--- config.mk ---
export PLATFORM = sky130hd
export DESIGN_NAME = rx_frame_controller_flat
export DESIGN_NICKNAME = d
export VERILOG_FILES = /design/src/rtl/uart_pkg.sv /design/src/rtl/rx_frame_controller_if.sv /design/src/rtl/rx_bit_timer.sv /design/src/rtl/rx_frame_controller.sv /design/src/flat_wrapper.sv
export SDC_FILE = /design/constraint.sdc
export NUM_CORES = 1
export LEC_CHECK = 0
export ABC_AREA = 0
export BUFFER_PORTS_ARGS = -buffer_cell sky130_fd_sc_hd__buf_2
export CORE_MARGIN = 3
export CORE_UTILIZATION = 51
export CTS_CLUSTER_DIAMETER = 60
export DETAILED_ROUTE_END_ITERATION = 10
export GPL_TIMING_DRIVEN = 0
export PLACE_DENSITY_LB_ADDON = 0.25
export SYNTH_ARGS = -nofsm -noshare
export SYNTH_HDL_FRONTEND = slang
export SYNTH_SLANG_ARGS = --single-unit
export TNS_END_PERCENT = 50
--- constraint.sdc ---
create_clock -name clk -period 1.7 [get_ports clk]
set_clock_uncertainty 0.2 [all_clocks]
set_input_delay 0.255 -clock clk [delete_from_list [all_inputs] [get_ports clk]]
set_output_delay 0.255 -clock clk [all_outputs]
set_load 0.01 [all_outputs]
--- src/rtl/uart_pkg.sv ---
// Shared UART receive-path types and defaults.
// Holds the receive FSM state enum and the frame-size constants.
package uart_pkg;

    localparam int UART_DEFAULT_CLKS_PER_BIT = 16;
    localparam int UART_MAX_DATA_BITS        = 8;

    typedef enum logic [2:0] {
        IDLE,
        START,
        DATA,
        PARITY,
        STOP
    } rx_state_t;

endpackage

--- src/rtl/rx_frame_controller_if.sv ---
// Byte handoff bundle between the receive controller and its consumer.
// master: drives rx_data/rx_valid/flags, takes rx_ready; slave: mirror.
interface rx_frame_controller_if
    import uart_pkg::*;
#(
    parameter int DATA_BITS = UART_MAX_DATA_BITS
) ();

    logic [DATA_BITS-1:0] rx_data;
    logic                 rx_valid;
    logic                 rx_ready;
    logic                 parity_error;
    logic                 framing_error;

    modport master (
        output rx_data,
        output rx_valid,
        output parity_error,
        output framing_error,
        input  rx_ready
    );

    modport slave (
        input  rx_data,
        input  rx_valid,
        input  parity_error,
        input  framing_error,
        output rx_ready
    );

endinterface

--- src/rtl/rx_bit_timer.sv ---
// Baud down-counter: half-bit load on a start edge, full-bit reload per sample.
// Ports: clk, reset_n, active, load_half, load_full -> sample_tick.
module rx_bit_timer
    import uart_pkg::*;
#(
    parameter int CLKS_PER_BIT = UART_DEFAULT_CLKS_PER_BIT
) (
    input  logic clk,
    input  logic reset_n,
    input  logic active,
    input  logic load_half,
    input  logic load_full,
    output logic sample_tick
);

    localparam int CW = $clog2(CLKS_PER_BIT);
    localparam logic [CW-1:0] HALF = CW'(CLKS_PER_BIT / 2 - 1);
    localparam logic [CW-1:0] FULL = CW'(CLKS_PER_BIT - 1);

    logic [CW-1:0] cnt_q;
    logic [CW-1:0] cnt_d;

    assign sample_tick = active && (cnt_q == '0);

    always_comb begin
        cnt_d = cnt_q;
        if (load_half) begin
            cnt_d = HALF;
        end else if (load_full) begin
            cnt_d = FULL;
        end else if (active && cnt_q != '0) begin
            cnt_d = cnt_q - 1'b1;
        end
    end

    always_ff @(posedge clk or negedge reset_n) begin
        if (!reset_n) begin
            cnt_q <= '0;
        end else begin
            cnt_q <= cnt_d;
        end
    end

endmodule

--- src/rtl/rx_frame_controller.sv ---
// UART receive sequencer: sync, FSM, shift register, output/handshake regs.
// Ports: clk, reset_n, serial_in, rx (master bundle), overrun_error, busy.
module rx_frame_controller
    import uart_pkg::*;
#(
    parameter int CLKS_PER_BIT = UART_DEFAULT_CLKS_PER_BIT,
    parameter int DATA_BITS    = UART_MAX_DATA_BITS,
    parameter int PARITY_EN    = 0,
    parameter int PARITY_ODD   = 0
) (
    input  logic                   clk,
    input  logic                   reset_n,
    input  logic                   serial_in,
    rx_frame_controller_if.master  rx,
    output logic                   overrun_error,
    output logic                   busy
);

    localparam logic [3:0] LAST_BIT = 4'(DATA_BITS - 1);

    rx_state_t state_q, state_d;
    logic [1:0]           sync_q;
    logic                 rx_sync;
    logic [3:0]           bit_idx_q, bit_idx_d;
    logic [DATA_BITS-1:0] shreg_q, shreg_d;
    logic                 perr_q, perr_d;
    logic [DATA_BITS-1:0] data_q, data_d;
    logic                 valid_q, valid_d;
    logic                 pe_q, pe_d;
    logic                 fe_q, fe_d;
    logic                 ovr_q, ovr_d;
    logic                 tick;
    logic                 load_half;
    logic                 commit;

    assign rx_sync = sync_q[1];

    rx_bit_timer #(
        .CLKS_PER_BIT(CLKS_PER_BIT)
    ) u_timer (
        .clk        (clk),
        .reset_n    (reset_n),
        .active     (state_q != IDLE),
        .load_half  (load_half),
        .load_full  (tick),
        .sample_tick(tick)
    );

    always_comb begin
        state_d   = state_q;
        bit_idx_d = bit_idx_q;
        shreg_d   = shreg_q;
        perr_d    = perr_q;
        load_half = 1'b0;
        commit    = 1'b0;
        unique case (state_q)
            IDLE: begin
                if (!rx_sync) begin
                    state_d   = START;
                    load_half = 1'b1;
                    perr_d    = 1'b0;
                end
            end
            START: begin
                if (tick) begin
                    // line back high at mid-start: glitch, not a frame
                    if (rx_sync) begin
                        state_d = IDLE;
                    end else begin
                        state_d   = DATA;
                        bit_idx_d = '0;
                    end
                end
            end
            DATA: begin
                if (tick) begin
                    shreg_d   = {rx_sync, shreg_q[DATA_BITS-1:1]};
                    bit_idx_d = bit_idx_q + 1'b1;
                    if (bit_idx_q == LAST_BIT) begin
                        state_d = (PARITY_EN != 0) ? PARITY : STOP;
                    end
                end
            end
            PARITY: begin
                if (tick) begin
                    perr_d  = ((^shreg_q) ^ rx_sync) != PARITY_ODD[0];
                    state_d = STOP;
                end
            end
            STOP: begin
                // leave mid-stop-bit so a following start edge is seen early
                if (tick) begin
                    commit  = 1'b1;
                    state_d = IDLE;
                end
            end
            default: state_d = IDLE;
        endcase
    end

    always_comb begin
        data_d  = data_q;
        valid_d = valid_q;
        pe_d    = pe_q;
        fe_d    = fe_q;
        ovr_d   = 1'b0;
        if (valid_q && rx.rx_ready) begin
            valid_d = 1'b0;
        end
        if (commit) begin
            if (!valid_q || rx.rx_ready) begin
                data_d  = shreg_q;
                pe_d    = perr_q;
                fe_d    = !rx_sync;
                valid_d = 1'b1;
            end else begin
                ovr_d = 1'b1;
            end
        end
    end

    always_ff @(posedge clk or negedge reset_n) begin
        if (!reset_n) begin
            sync_q    <= 2'b11;
            state_q   <= IDLE;
            bit_idx_q <= '0;
            shreg_q   <= '0;
            perr_q    <= 1'b0;
            data_q    <= '0;
            valid_q   <= 1'b0;
            pe_q      <= 1'b0;
            fe_q      <= 1'b0;
            ovr_q     <= 1'b0;
        end else begin
            sync_q    <= {sync_q[0], serial_in};
            state_q   <= state_d;
            bit_idx_q <= bit_idx_d;
            shreg_q   <= shreg_d;
            perr_q    <= perr_d;
            data_q    <= data_d;
            valid_q   <= valid_d;
            pe_q      <= pe_d;
            fe_q      <= fe_d;
            ovr_q     <= ovr_d;
        end
    end

    assign rx.rx_data       = data_q;
    assign rx.rx_valid      = valid_q;
    assign rx.parity_error  = pe_q;
    assign rx.framing_error = fe_q;
    assign overrun_error    = ovr_q;
    assign busy             = (state_q != IDLE);

endmodule
--- src/flat_wrapper.sv ---
// flat-port wrapper written by rule: the top's interface ports become plain ports
module rx_frame_controller_flat import uart_pkg::*;
#(
    parameter int CLKS_PER_BIT = UART_DEFAULT_CLKS_PER_BIT,
    parameter int DATA_BITS    = UART_MAX_DATA_BITS,
    parameter int PARITY_EN    = 0,
    parameter int PARITY_ODD   = 0
)
  (clk, reset_n, serial_in, overrun_error, busy, rx_rx_data, rx_rx_valid, rx_parity_error, rx_framing_error, rx_rx_ready);
  rx_frame_controller_if #(.DATA_BITS(DATA_BITS)) rx_i ();
  input  logic clk;
  input  logic reset_n;
  input  logic serial_in;
  output logic overrun_error;
  output logic busy;
  output wire logic [$bits(rx_i.rx_data)-1:0] rx_rx_data;
  output wire logic [$bits(rx_i.rx_valid)-1:0] rx_rx_valid;
  output wire logic [$bits(rx_i.parity_error)-1:0] rx_parity_error;
  output wire logic [$bits(rx_i.framing_error)-1:0] rx_framing_error;
  input wire logic [$bits(rx_i.rx_ready)-1:0] rx_rx_ready;
  assign rx_rx_data = rx_i.rx_data;
  assign rx_rx_valid = rx_i.rx_valid;
  assign rx_parity_error = rx_i.parity_error;
  assign rx_framing_error = rx_i.framing_error;
  assign rx_i.rx_ready = rx_rx_ready;
  rx_frame_controller #(.CLKS_PER_BIT(CLKS_PER_BIT), .DATA_BITS(DATA_BITS), .PARITY_EN(PARITY_EN), .PARITY_ODD(PARITY_ODD)) u_core (.clk(clk), .reset_n(reset_n), .serial_in(serial_in), .rx(rx_i), .overrun_error(overrun_error), .busy(busy));
endmodule
### Word-level counts from Yosys, hierarchy flattened

Index checks and enable logic that the tools add are counted.

* add/sub/neg operators: 2
* equality and inequality tests: 12
* mux-type cells: 27
* bitwise logic cells: 1
* reductions and logical operators: 19

Operators by type and width (number)
* $mux W4: 6
* $mux W3: 6
* $pmux W3 S5: 1
* $mux W1: 11
* $ne A2 B1 Y1 const B: 5
* $pmux W4 S2: 1
* $reduce_xor A8 Y1: 1
* $eq A3 B2 Y1 const B: 2
* $reduce_and A6 Y1: 1
* $reduce_bool A3 Y1: 2
* $add A4 B1 Y4 const B: 1
* $eq A4 B3 Y1 const B: 1
* $logic_not A4 Y1: 1
* $ne A2 B2 Y1 const B: 2
* $reduce_and A2 Y1: 2
* $reduce_and A4 Y1: 1
* $reduce_bool A2 Y1: 2
* $reduce_bool A4 Y1: 1
* $sub A4 B1 Y4 const B: 1
* $eq A3 B1 Y1 const B: 1
* $eq A3 B3 Y1 const B: 1
* $logic_and A1 B1 Y1: 3
* $logic_not A3 Y1: 1
* $reduce_and A3 Y1: 1
* other kinds (5): 6

* register bits after elaboration: 34
* input port bits: 4
* output and inout port bits: 13
* word-level logic and storage cells: 72

### Depth between registers and ports, before layout

Gate-level depths: netlist of run 1.

* depth after elaboration: 5
* gate-level depth with buffers: 8
* depth with buffers taken out: 7

### Cells and area by module

A second synthesis of run 1 with hierarchy kept.

* cells, all modules: 143
* area, all modules: 1502.7 µm²

Modules (own cells, without submodules)
* rx_frame_controller: instances 1, cells an instance 118, area an instance 1275.0 µm², sequential area each 753.2 µm²
* rx_bit_timer: instances 1, cells an instance 25, area an instance 227.7 µm², sequential area each 100.1 µm²

### Worst setup path before layout of run 1

No wires, ideal clock.

* path kind: reg2reg
* start: reg u_core.u_timer.cnt_q[0]
* end: reg u_core.pe_q (netlist: u_core.rx.parity_error)
* library setup time: 0.125 ns
* arrival time: 1.496 ns
* required time: 1.375 ns
* path slack: -0.121 ns
* cell stages (with the launch flop): 8
* path buffers: 2
* clock period less this slack: 1.821 ns
* path through: dfrtp_1 -> inv_1 -> ha_1 -> nor3b_2 -> buf_6 -> nand4_2 -> buf_6 -> mux2_4

* longest elaborated chain between the ends: 5

Ends and longest elaborated chain
* start, declared: RTL line rx_bit_timer.sv:20 `logic [CW-1:0] cnt_q;`
* start signal, assigned: RTL line rx_bit_timer.sv:40 `cnt_q <= cnt_d;`
* $logic_not A4 Y1: RTL line rx_bit_timer.sv:23 `assign sample_tick = active && (cnt_q == '0);`
* $logic_and A1 B1 Y1: RTL line rx_bit_timer.sv:23
* $mux W1: RTL line rx_frame_controller.sv:92 `if (tick) begin`
* $mux W1: RTL line rx_frame_controller.sv:56 `unique case (state_q)`
* $reduce_and A2 Y1 (no line)
* end signal, assigned: RTL line rx_frame_controller.sv:142 `pe_q <= pe_d;`
* end, declared: RTL line rx_frame_controller.sv:29 `logic pe_q, pe_d;`

Every way passes these cells.
A chain may end at the register's enable or synchronous reset.

### Final worst setup path of run 1

* start: reg u_core.state_q[1]
* end: out busy

* longest elaborated chain between the ends: 1

Ends and longest elaborated chain
* start, declared: RTL line rx_frame_controller.sv:21 `rx_state_t state_q, state_d;`
* start signal, assigned: RTL line rx_frame_controller.sv:136 `state_q <= state_d;`
* $reduce_bool A3 Y1: RTL line rx_frame_controller.sv:153 `assign busy = (state_q != IDLE);`
* end, declared: RTL line flat_wrapper.sv:15 `output logic busy;`

Every way passes these cells.

==> flow_results.xml, run 1 <==
<?xml version="1.0" encoding="UTF-8"?>
<metrics>
  <group name="timing">
    <metric name="report.final.setup_viol" unit="">28</metric>
    <metric name="timing.final.ws_setup" unit="ns">-0.197</metric>
    <metric name="period_share" unit="%">112</metric>
    <metric name="max_freq" unit="GHz">0.527</metric>
    <metric name="setup-tns-final" unit="ns">-2.56</metric>
    <metric name="period_minus_slack" unit="ns">1.90</metric>
    <metric name="rsz0062_at_grt" unit="">true</metric>
    <metric name="worst_hold_slack" unit="ns">0.0641</metric>
    <metric name="worst_pin_slew" unit="ns">0.763</metric>
    <metric name="max_slew_margin" unit="%">49.1</metric>
    <metric name="hold_violations" unit="">0</metric>
    <metric name="finalMaxSlewViolations" unit="">0</metric>
  </group>
  <group name="grt">
    <metric name="grt_first_pass_wirelength" unit="um">4760</metric>
    <metric name="grt_overflow_total" unit="">0</metric>
    <metric name="grt_start_max_net_pins" unit="">35</metric>
    <metric name="antenna_found_initial" unit="">0</metric>
    <metric name="first_global_vias" unit="">1086</metric>
    <metric name="grt_use_total" unit="%">17.8</metric>
  </group>
  <group name="place">
    <metric name="gp_congestion" unit="">0.808</metric>
    <metric name="io_buffers" unit="">16</metric>
    <metric name="dpl_cell_area" unit="um2">1720</metric>
    <metric name="detailedPlace.worstSlack" unit="ns">-0.236</metric>
    <metric name="hpwl" unit="um">1830</metric>
  </group>
  <group name="synthesis">
    <metric name="ys_seq_area_share" unit="%">54.4</metric>
    <metric name="avgSynthCellArea" unit="um2">11.0</metric>
    <metric name="register_bit_total_from_synthesis" unit="">34</metric>
    <metric name="synthesis.instances" unit="">142</metric>
    <metric name="netlist-cell-type-count" unit="">33</metric>
    <metric name="synth.largest_area_cell" unit="">dfrtp_1</metric>
    <metric name="synth_top_area_share" unit="%">51.0</metric>
    <metric name="post_synth_instance_area" unit="um2">1570</metric>
    <metric name="synth_fp_nets" unit="">149</metric>
    <metric name="synthFlopType" unit="">dfrtp_1</metric>
    <metric name="number_of_flops_mapped_to_enable_cells_by_yosys" unit="">0</metric>
    <metric name="synthArstFlopShare" unit="%">100</metric>
    <metric name="synth.area.top_cells" unit="">dfrtp_1 51%, mux2_4 7.7%, nand2_1 7.2%</metric>
    <metric name="synth_warn" unit="">0</metric>
  </group>
  <group name="detailed_routing">
    <metric name="initialDrtViolationCount" unit="">30</metric>
    <metric name="routed_wire_length_per_instance" unit="um">14.2</metric>
    <metric name="length_of_routed_met3_wiring" unit="um">113</metric>
    <metric name="num_vias" unit="">1158</metric>
    <metric name="drt-vias-per-instance" unit="">5.29</metric>
    <metric name="length_of_the_first_detailed_routing_pass_in_iterations" unit="">2</metric>
    <metric name="postRouteWirelength" unit="um">3100</metric>
    <metric name="drc_errors" unit="">0</metric>
    <metric name="final_antenna_net_count" unit="">0</metric>
    <metric name="highest_layer" unit="">met4</metric>
    <metric name="wl_met2" unit="um">1560</metric>
    <metric name="m1WireLength" unit="um">1360</metric>
  </group>
  <group name="clock_tree">
    <metric name="max-clock-path-buffers" unit="">2</metric>
    <metric name="tritoncts" unit="">done</metric>
    <metric name="insertion_delay_of_the_later_clocked_pin_in_the_worst_skew_pair" unit="ns">0.36</metric>
    <metric name="number_of_buffers_inserted_during_clock_tree_synthesis" unit="">5</metric>
    <metric name="htreeDepth" unit="">2</metric>
    <metric name="clk_pin_slew" unit="ns">0.11</metric>
    <metric name="cts_sinks" unit="">34</metric>
    <metric name="cts_root_buf" unit="">clkbuf_4</metric>
  </group>
  <group name="die">
    <metric name="floorplan.die.height" unit="um">61.5</metric>
    <metric name="rows" unit="">19</metric>
    <metric name="start_util" unit="%">55.0</metric>
    <metric name="fp.dieArea" unit="um2">3780</metric>
    <metric name="floorplan.io_pins" unit="">17</metric>
    <metric name="die_w" unit="um">61.5</metric>
    <metric name="core_area" unit="um2">2850</metric>
  </group>
  <group name="layout">
    <metric name="utilization" unit="%">72.7</metric>
    <metric name="antennaDiodeCount" unit="">0</metric>
    <metric name="most_frequent_cells_in_the_layout" unit="">31 x dfrtp_1, 29 x nand2_1, 17 x buf_4, 15 x buf_2, 9 x nor2_1</metric>
    <metric name="layout-drive-gt1-share" unit="%">42.0</metric>
    <metric name="mostFrequentLayoutCell" unit="">dfrtp_1</metric>
    <metric name="design_area" unit="um2">2070</metric>
    <metric name="final_net_count" unit="">194</metric>
    <metric name="syn2layout_area_growth" unit="%">32.2</metric>
  </group>
  <group name="run">
    <metric name="max_cap_viol_count" unit="">0</metric>
  </group>
  <group name="worst_setup_path">
    <metric name="critical_path_class" unit="">flop to output port</metric>
    <metric name="cp-start-kind" unit="">flop</metric>
    <metric name="worst_setup_path_end_kind" unit="">output port</metric>
    <metric name="arrival" unit="ns">1.44</metric>
    <metric name="crit_required" unit="ns">1.24</metric>
    <metric name="critical_path_peak_fanout" unit="">5</metric>
  </group>
  <group name="hold_path">
    <metric name="worst_hold_path_type" unit="">input port to flop</metric>
  </group>
  <group name="outcome">
    <metric name="failed_checks" unit="">setup timing</metric>
    <metric name="run_status" unit="">finished, violations left</metric>
  </group>
  <group name="power_and_ir_drop">
    <metric name="switching_share" unit="%">30.5</metric>
    <metric name="comb_power_share" unit="%">33.7</metric>
    <metric name="power_report.internal_total" unit="mW">1.89</metric>
    <metric name="net-switching-power" unit="mW">0.832</metric>
    <metric name="power.sequential.fraction" unit="%">38.3</metric>
    <metric name="clock_power_share" unit="%">28.0</metric>
    <metric name="power_per_cell_area" unit="nW/um2">1310</metric>
    <metric name="power.ir.vdd_worst" unit="V">0.00106</metric>
    <metric name="p_leak" unit="nW">1.09</metric>
  </group>
</metrics>
==> final timing paths <==
path	from	to	slack, ns	cells past startpoint
worst max register to register	u_core.u_timer.cnt_q[1]	u_core.perr_q	-0.19	8
worst max-delay path	u_core.state_q[1]	busy	-0.20	4
min in group asynchronous	reset_n	u_core.rx.parity_error	0.29	2
worst min register to register	u_core.sync_q[0]	u_core.sync_q[1]	0.16	0
worst min-delay path	rx_rx_ready	u_core.overrun_error	0.06	3
max in group asynchronous	reset_n	u_core.state_q[0]	0.47	2
==> per-stage QoR <==
| step | power [mW] | instances |
|---|---|---|
| global placement | 1.53 | 189 |
| finish | 2.73 | 219 |
| floorplan | 1.44 | 142 |
| global route | 2.88 | 219 |
| detailed placement | 1.57 | 189 |
| CTS | 2.43 | 206 |
==> layer usage <==
layer | global-route usage (%) | vias up
li1 | - | 564
met1 | 20.7 | 568
met2 | 29.0 | 18
met3 | 7.97 | 8
met4 | 6.67 | 0
met5 | 0 | -
==> area by class of cell <==
| cell class | instances | area, um2 |
|---|---|---|
| timing repair buffer | 38 | 272 |
| sequential | 34 | 855 |
| multi-input combinational | 97 | 713 |
| clock inverter | 3 | 68.8 |
| tap | 31 | 38.8 |
| buffer | 6 | 71.3 |
| inverter | 5 | 18.8 |
| clock buffer | 5 | 37.5 |
| fill | 204 | 778 |
==> worst max-delay path: stages (launching register included) <==
cell and delay (ns):
dfrtp_1 0.41, buf_6 0.14, nor3_4 0.30, inv_2 0.11, buf_6 0.14
==> registers in the layout, indices dropped and copies added, names as in the netlist, 2 cells and up <==
register              count
u_core.bit_idx_q          4
u_core.rx.rx_data         8
u_core.shreg_q            8
u_core.state_q            3
u_core.sync_q             2
u_core.u_timer.cnt_q      4
==> synthesized netlist by cell type, types with 3 or more instances <==
cell type	n
dfrtp_1	32
nand2_1	30
nor2_1	9
mux2_4	8
xnor2_1	6
a21oi_1	5
inv_1	5
nand3_1	4
nor3_1	4
o21ai_0	4
and3_1	3
buf_6	3
ha_1	3
xor2_1	3
==> power by group through the flow <==
stage               Combinational (mW)  Sequential [mW]  Clock, mW
detailed placement               0.517             1.05          0
CTS                              0.624             1.04      0.774
global placement                 0.491             1.04          0
finish                           0.919             1.04      0.764
global route                      1.00             1.05      0.818
floorplan                        0.418             1.02          0
==> cell families (layout without fill, tap and decap cells) <==
kind of cell / count (synthesis) / in the layout / share of synthesized area, %
AND/OR/NAND/NOR: 61 / 61 / 18.9
flip-flops: 34 / 34 / 54.4
AO/OA/AOI/OAI: 14 / 14 / 5.18
buffers and inverters: 11 / 57 / 5.02
multiplexers: 10 / 10 / 9.09
XOR/XNOR: 9 / 9 / 5.02
adder cells (fa/ha/maj): 3 / 3 / 2.39
==> repair_timing <==
item | 4_1_cts | 5_1_grt
endpoints found under the hold margin | 33 | 0
setup endpoints to repair | 25 | 28
hold buffers | 2 | 0
setup buffers | 7 | 13
pin swaps | 2 | 9
resized for setup | 8 | 13
No activity file was read; power rests on OpenSTA's default activity.
==> inputs of run 2 (changes only) <==
ABC_AREA = 1   (was 0)
CORE_UTILIZATION = 52   (was 51)
==> run 2 against run 1 <==
  * The flow now finishes without violations
  * Global-route usage rose by 1.3 points
  * First-iteration DRC count rose to 3.4 times the previous value
  * Non-clock buffer count fell by 15
  * Core utilization fell by 6.7 points
  * Clock power fell by 37%
  * Sequential power fell by 9%
  * Critical path type unchanged
==> flow_results.xml, run 2 <==
<?xml version="1.0" encoding="UTF-8"?>
<metrics>
  <group name="outcome">
    <metric name="run_status" unit="">completed</metric>
  </group>
  <group name="synthesis">
    <metric name="post_synth_instance_area" unit="um2">1690</metric>
    <metric name="synth.largest_area_cell" unit="">dfrtp_1</metric>
    <metric name="ys_seq_area_share" unit="%">50.6</metric>
    <metric name="synthArstFlopShare" unit="%">100</metric>
    <metric name="compound_gate_fraction_of_synth_area" unit="%">10.2</metric>
    <metric name="netlist-cell-type-count" unit="">28</metric>
    <metric name="synth.area.top_cells" unit="">dfrtp_1 47%, nand2_1 13%, inv_1 4.7%</metric>
    <metric name="main_combinational_cell_family_by_area_after_synthesis" unit="">simple AND/OR/NAND/NOR gates</metric>
    <metric name="post_synth_fa_ha_maj_area_fraction" unit="%">2.22</metric>
    <metric name="most_frequent_cell_after_synthesis" unit="">nand2_1</metric>
    <metric name="register_bit_total_from_synthesis" unit="">34</metric>
    <metric name="yosys-mux-area-fraction" unit="%">0.890</metric>
    <metric name="number_of_flops_mapped_to_enable_cells_by_yosys" unit="">0</metric>
    <metric name="yosys.area_share.xor_xnor" unit="%">2.08</metric>
    <metric name="synth_fp_nets" unit="">202</metric>
    <metric name="synthesis.instances" unit="">195</metric>
    <metric name="synthFlopType" unit="">dfrtp_1</metric>
    <metric name="synth_warn" unit="">0</metric>
    <metric name="avgSynthCellArea" unit="um2">8.66</metric>
    <metric name="synth.top_cells.by_count" unit="">59 x nand2_1, 32 x dfrtp_1, 21 x inv_1, 12 x nand3_1, 12 x o21ai_1</metric>
    <metric name="synth_top_area_share" unit="%">47.4</metric>
    <metric name="synth_simple_gate_area_share" unit="%">26.3</metric>
  </group>
  <group name="detailed_routing">
    <metric name="initialDrtViolationCount" unit="">101</metric>
    <metric name="length_of_the_first_detailed_routing_pass_in_iterations" unit="">4</metric>
    <metric name="routed_wire_length_per_instance" unit="um">12.9</metric>
    <metric name="num_vias" unit="">1388</metric>
    <metric name="final_antenna_net_count" unit="">0</metric>
    <metric name="drc_errors" unit="">0</metric>
    <metric name="drt-vias-per-instance" unit="">5.07</metric>
    <metric name="postRouteWirelength" unit="um">3520</metric>
  </group>
  <group name="clock_tree">
    <metric name="number_of_buffers_inserted_during_clock_tree_synthesis" unit="">5</metric>
    <metric name="tritoncts" unit="">done</metric>
    <metric name="clk_pin_slew" unit="ns">0.11</metric>
    <metric name="max-clock-path-buffers" unit="">2</metric>
    <metric name="insertion_delay_of_the_later_clocked_pin_in_the_worst_skew_pair" unit="ns">0.34</metric>
    <metric name="htreeDepth" unit="">2</metric>
    <metric name="cts_root_buf" unit="">clkbuf_4</metric>
    <metric name="cts_sinks" unit="">34</metric>
  </group>
  <group name="layout">
    <metric name="fillCellCount" unit="">261</metric>
    <metric name="syn2layout_area_growth" unit="%">20.3</metric>
    <metric name="layout-drive-gt1-share" unit="%">31.3</metric>
    <metric name="mostFrequentLayoutCell" unit="">nand2_1</metric>
    <metric name="final_net_count" unit="">236</metric>
    <metric name="antennaDiodeCount" unit="">0</metric>
    <metric name="most_frequent_cells_in_the_layout" unit="">59 x nand2_1, 29 x dfrtp_1, 19 x inv_1, 16 x buf_2, 12 x nand3_1</metric>
  </group>
  <group name="grt">
    <metric name="grt_overflow_total" unit="">0</metric>
    <metric name="first_global_vias" unit="">1389</metric>
    <metric name="grt_use_total" unit="%">19.1</metric>
    <metric name="antenna_found_initial" unit="">0</metric>
    <metric name="grt_start_max_net_pins" unit="">35</metric>
    <metric name="grt_first_pass_wirelength" unit="um">5980</metric>
  </group>
  <group name="worst_setup_path">
    <metric name="worstSetupStartpoint" unit="">u_core.state_q[2]</metric>
    <metric name="arrival" unit="ns">1.21</metric>
    <metric name="reg_to_reg_critical_path_startpoint" unit="">u_core.u_timer.cnt_q[1]</metric>
    <metric name="crit_required" unit="ns">1.24</metric>
    <metric name="critical_path_peak_fanout" unit="">6</metric>
    <metric name="critical_path_class" unit="">flop to output port</metric>
    <metric name="cp-start-kind" unit="">flop</metric>
    <metric name="regToRegSetupSlack" unit="ns">0.05</metric>
    <metric name="worst_setup_path_end_kind" unit="">output port</metric>
  </group>
  <group name="die">
    <metric name="start_util" unit="%">54.8</metric>
    <metric name="die_w" unit="um">63.0</metric>
    <metric name="fp.dieArea" unit="um2">3970</metric>
    <metric name="core_area" unit="um2">3080</metric>
    <metric name="floorplan.die.height" unit="um">63.0</metric>
    <metric name="floorplan.io_pins" unit="">17</metric>
    <metric name="rows" unit="">20</metric>
  </group>
  <group name="timing">
    <metric name="max_slew_margin" unit="%">49.0</metric>
    <metric name="worst_pin_slew" unit="ns">0.764</metric>
    <metric name="period_minus_slack" unit="ns">1.67</metric>
    <metric name="period_share" unit="%">98.1</metric>
    <metric name="worst_hold_slack" unit="ns">0.0247</metric>
    <metric name="finalMaxSlewViolations" unit="">0</metric>
    <metric name="setup-tns-final" unit="ns">0</metric>
    <metric name="report.final.setup_viol" unit="">0</metric>
    <metric name="hold_violations" unit="">0</metric>
    <metric name="max_freq" unit="GHz">0.600</metric>
  </group>
  <group name="place">
    <metric name="hpwl" unit="um">2230</metric>
    <metric name="gp_congestion" unit="">0.792</metric>
    <metric name="io_buffers" unit="">16</metric>
  </group>
  <group name="power_and_ir_drop">
    <metric name="power_per_cell_area" unit="nW/um2">978</metric>
    <metric name="p_leak" unit="nW">1.05</metric>
    <metric name="post-layout-total-power" unit="mW">1.99</metric>
    <metric name="power.ir.vdd_worst" unit="V">0.000550</metric>
  </group>
  <group name="run">
    <metric name="max_cap_viol_count" unit="">0</metric>
  </group>
  <group name="hold_path">
    <metric name="hp-start" unit="">rx_rx_ready</metric>
    <metric name="worst_hold_path_type" unit="">input port to flop</metric>
  </group>
</metrics>
## run 2: changes by cell type in the layout (fill, tap and decap cells not counted), sizes merged, moves of 3 or more
cell	previous run	this run
nand3	4	14
nand2	30	65
buf	42	27
nor3	5	2
and3	3	0
xnor2	6	3
o21ai	4	25
a21oi	5	2
mux2	10	1
inv	5	28
## run 2: through the flow
step | util, % | std cells | setup WS, ns | cell area [um2]
3_5_place_dp | 59.2 | 255 | -0.0300 | 1820
2_1_floorplan | - | 195 | 0.0959 | 1690
6_report | 66.0 | 274 | 0.0323 | 2030
5_1_grt | 66.0 | 274 | -0.0246 | 2030
3_3_place_gp | 59.2 | 255 | -0.0126 | 1820
4_1_cts | 63.0 | 267 | 0.00977 | 1940
## run 2: layout make-up
| type | count | area, um2 | share of cell area [%] |
|---|---|---|---|
| Tap cell | 44 | 55.1 | 2.71 |
| Sequential cell | 34 | 857 | 42.2 |
| Multi-Input combinational cell | 130 | 741 | 36.5 |
| Timing Repair Buffer | 27 | 184 | 9.06 |
| Inverter | 29 | 111 | 5.48 |
| Clock buffer | 7 | 55.1 | 2.71 |
| Clock inverter | 1 | 5.00 | 0.246 |
| Buffer | 2 | 22.5 | 1.11 |
## run 2: cell families (layout without fill, tap and decap cells)
group,Yosys count,after routing
and+or+nand+nor,94,94
DFF,34,34
buffers and inverters,31,66
AOI/OAI and AO/OA,28,28
xor gates and xnor gates,4,4
adders and majority gates,3,3
muxes,1,1
## run 2: worst paths after layout
| kind | to | cells past startpoint |
|---|---|---|
| setup / recovery | busy | 3 |
| hold / removal | u_core.overrun_error | 4 |
| setup reg to reg | u_core.rx.parity_error | 6 |
| hold reg to reg | u_core.sync_q[1] | 0 |
| max in group asynchronous | u_core.state_q[1] | 2 |
| min in group asynchronous | u_core.overrun_error | 2 |
## run 2: routing by layer
metal / share of wire [%] / GRT usage (%) / wire length [um]
met5: 0 / 0 / 0
met4: 1.5 / 7.44 / 53
met3: 3.1 / 5.94 / 110
met2: 52 / 34.7 / 1840
met1: 43 / 20.4 / 1520
## run 2: critical path, cell delays in order, from the launching register on
cell	delay, ns
dfrtp_2	0.46
nor2_4	0.14
nand2_2	0.11
buf_2	0.16
## run 2: report_power, final
group	switching [mW]	internal [mW]	total, mW
Clock	0.278	0.200	0.479
Combinational	0.346	0.212	0.558
Sequential	0.0696	0.879	0.949
Total	0.694	1.29	1.99
## run 2: repair_timing
item                       4_1_cts  5_1_grt
hold endpoints to repair        33        0
hold buffers                     2        0
buffers inserted                 2        7
resized for setup                4       10
setup endpoints to repair        8       24
pin swaps                        1        4
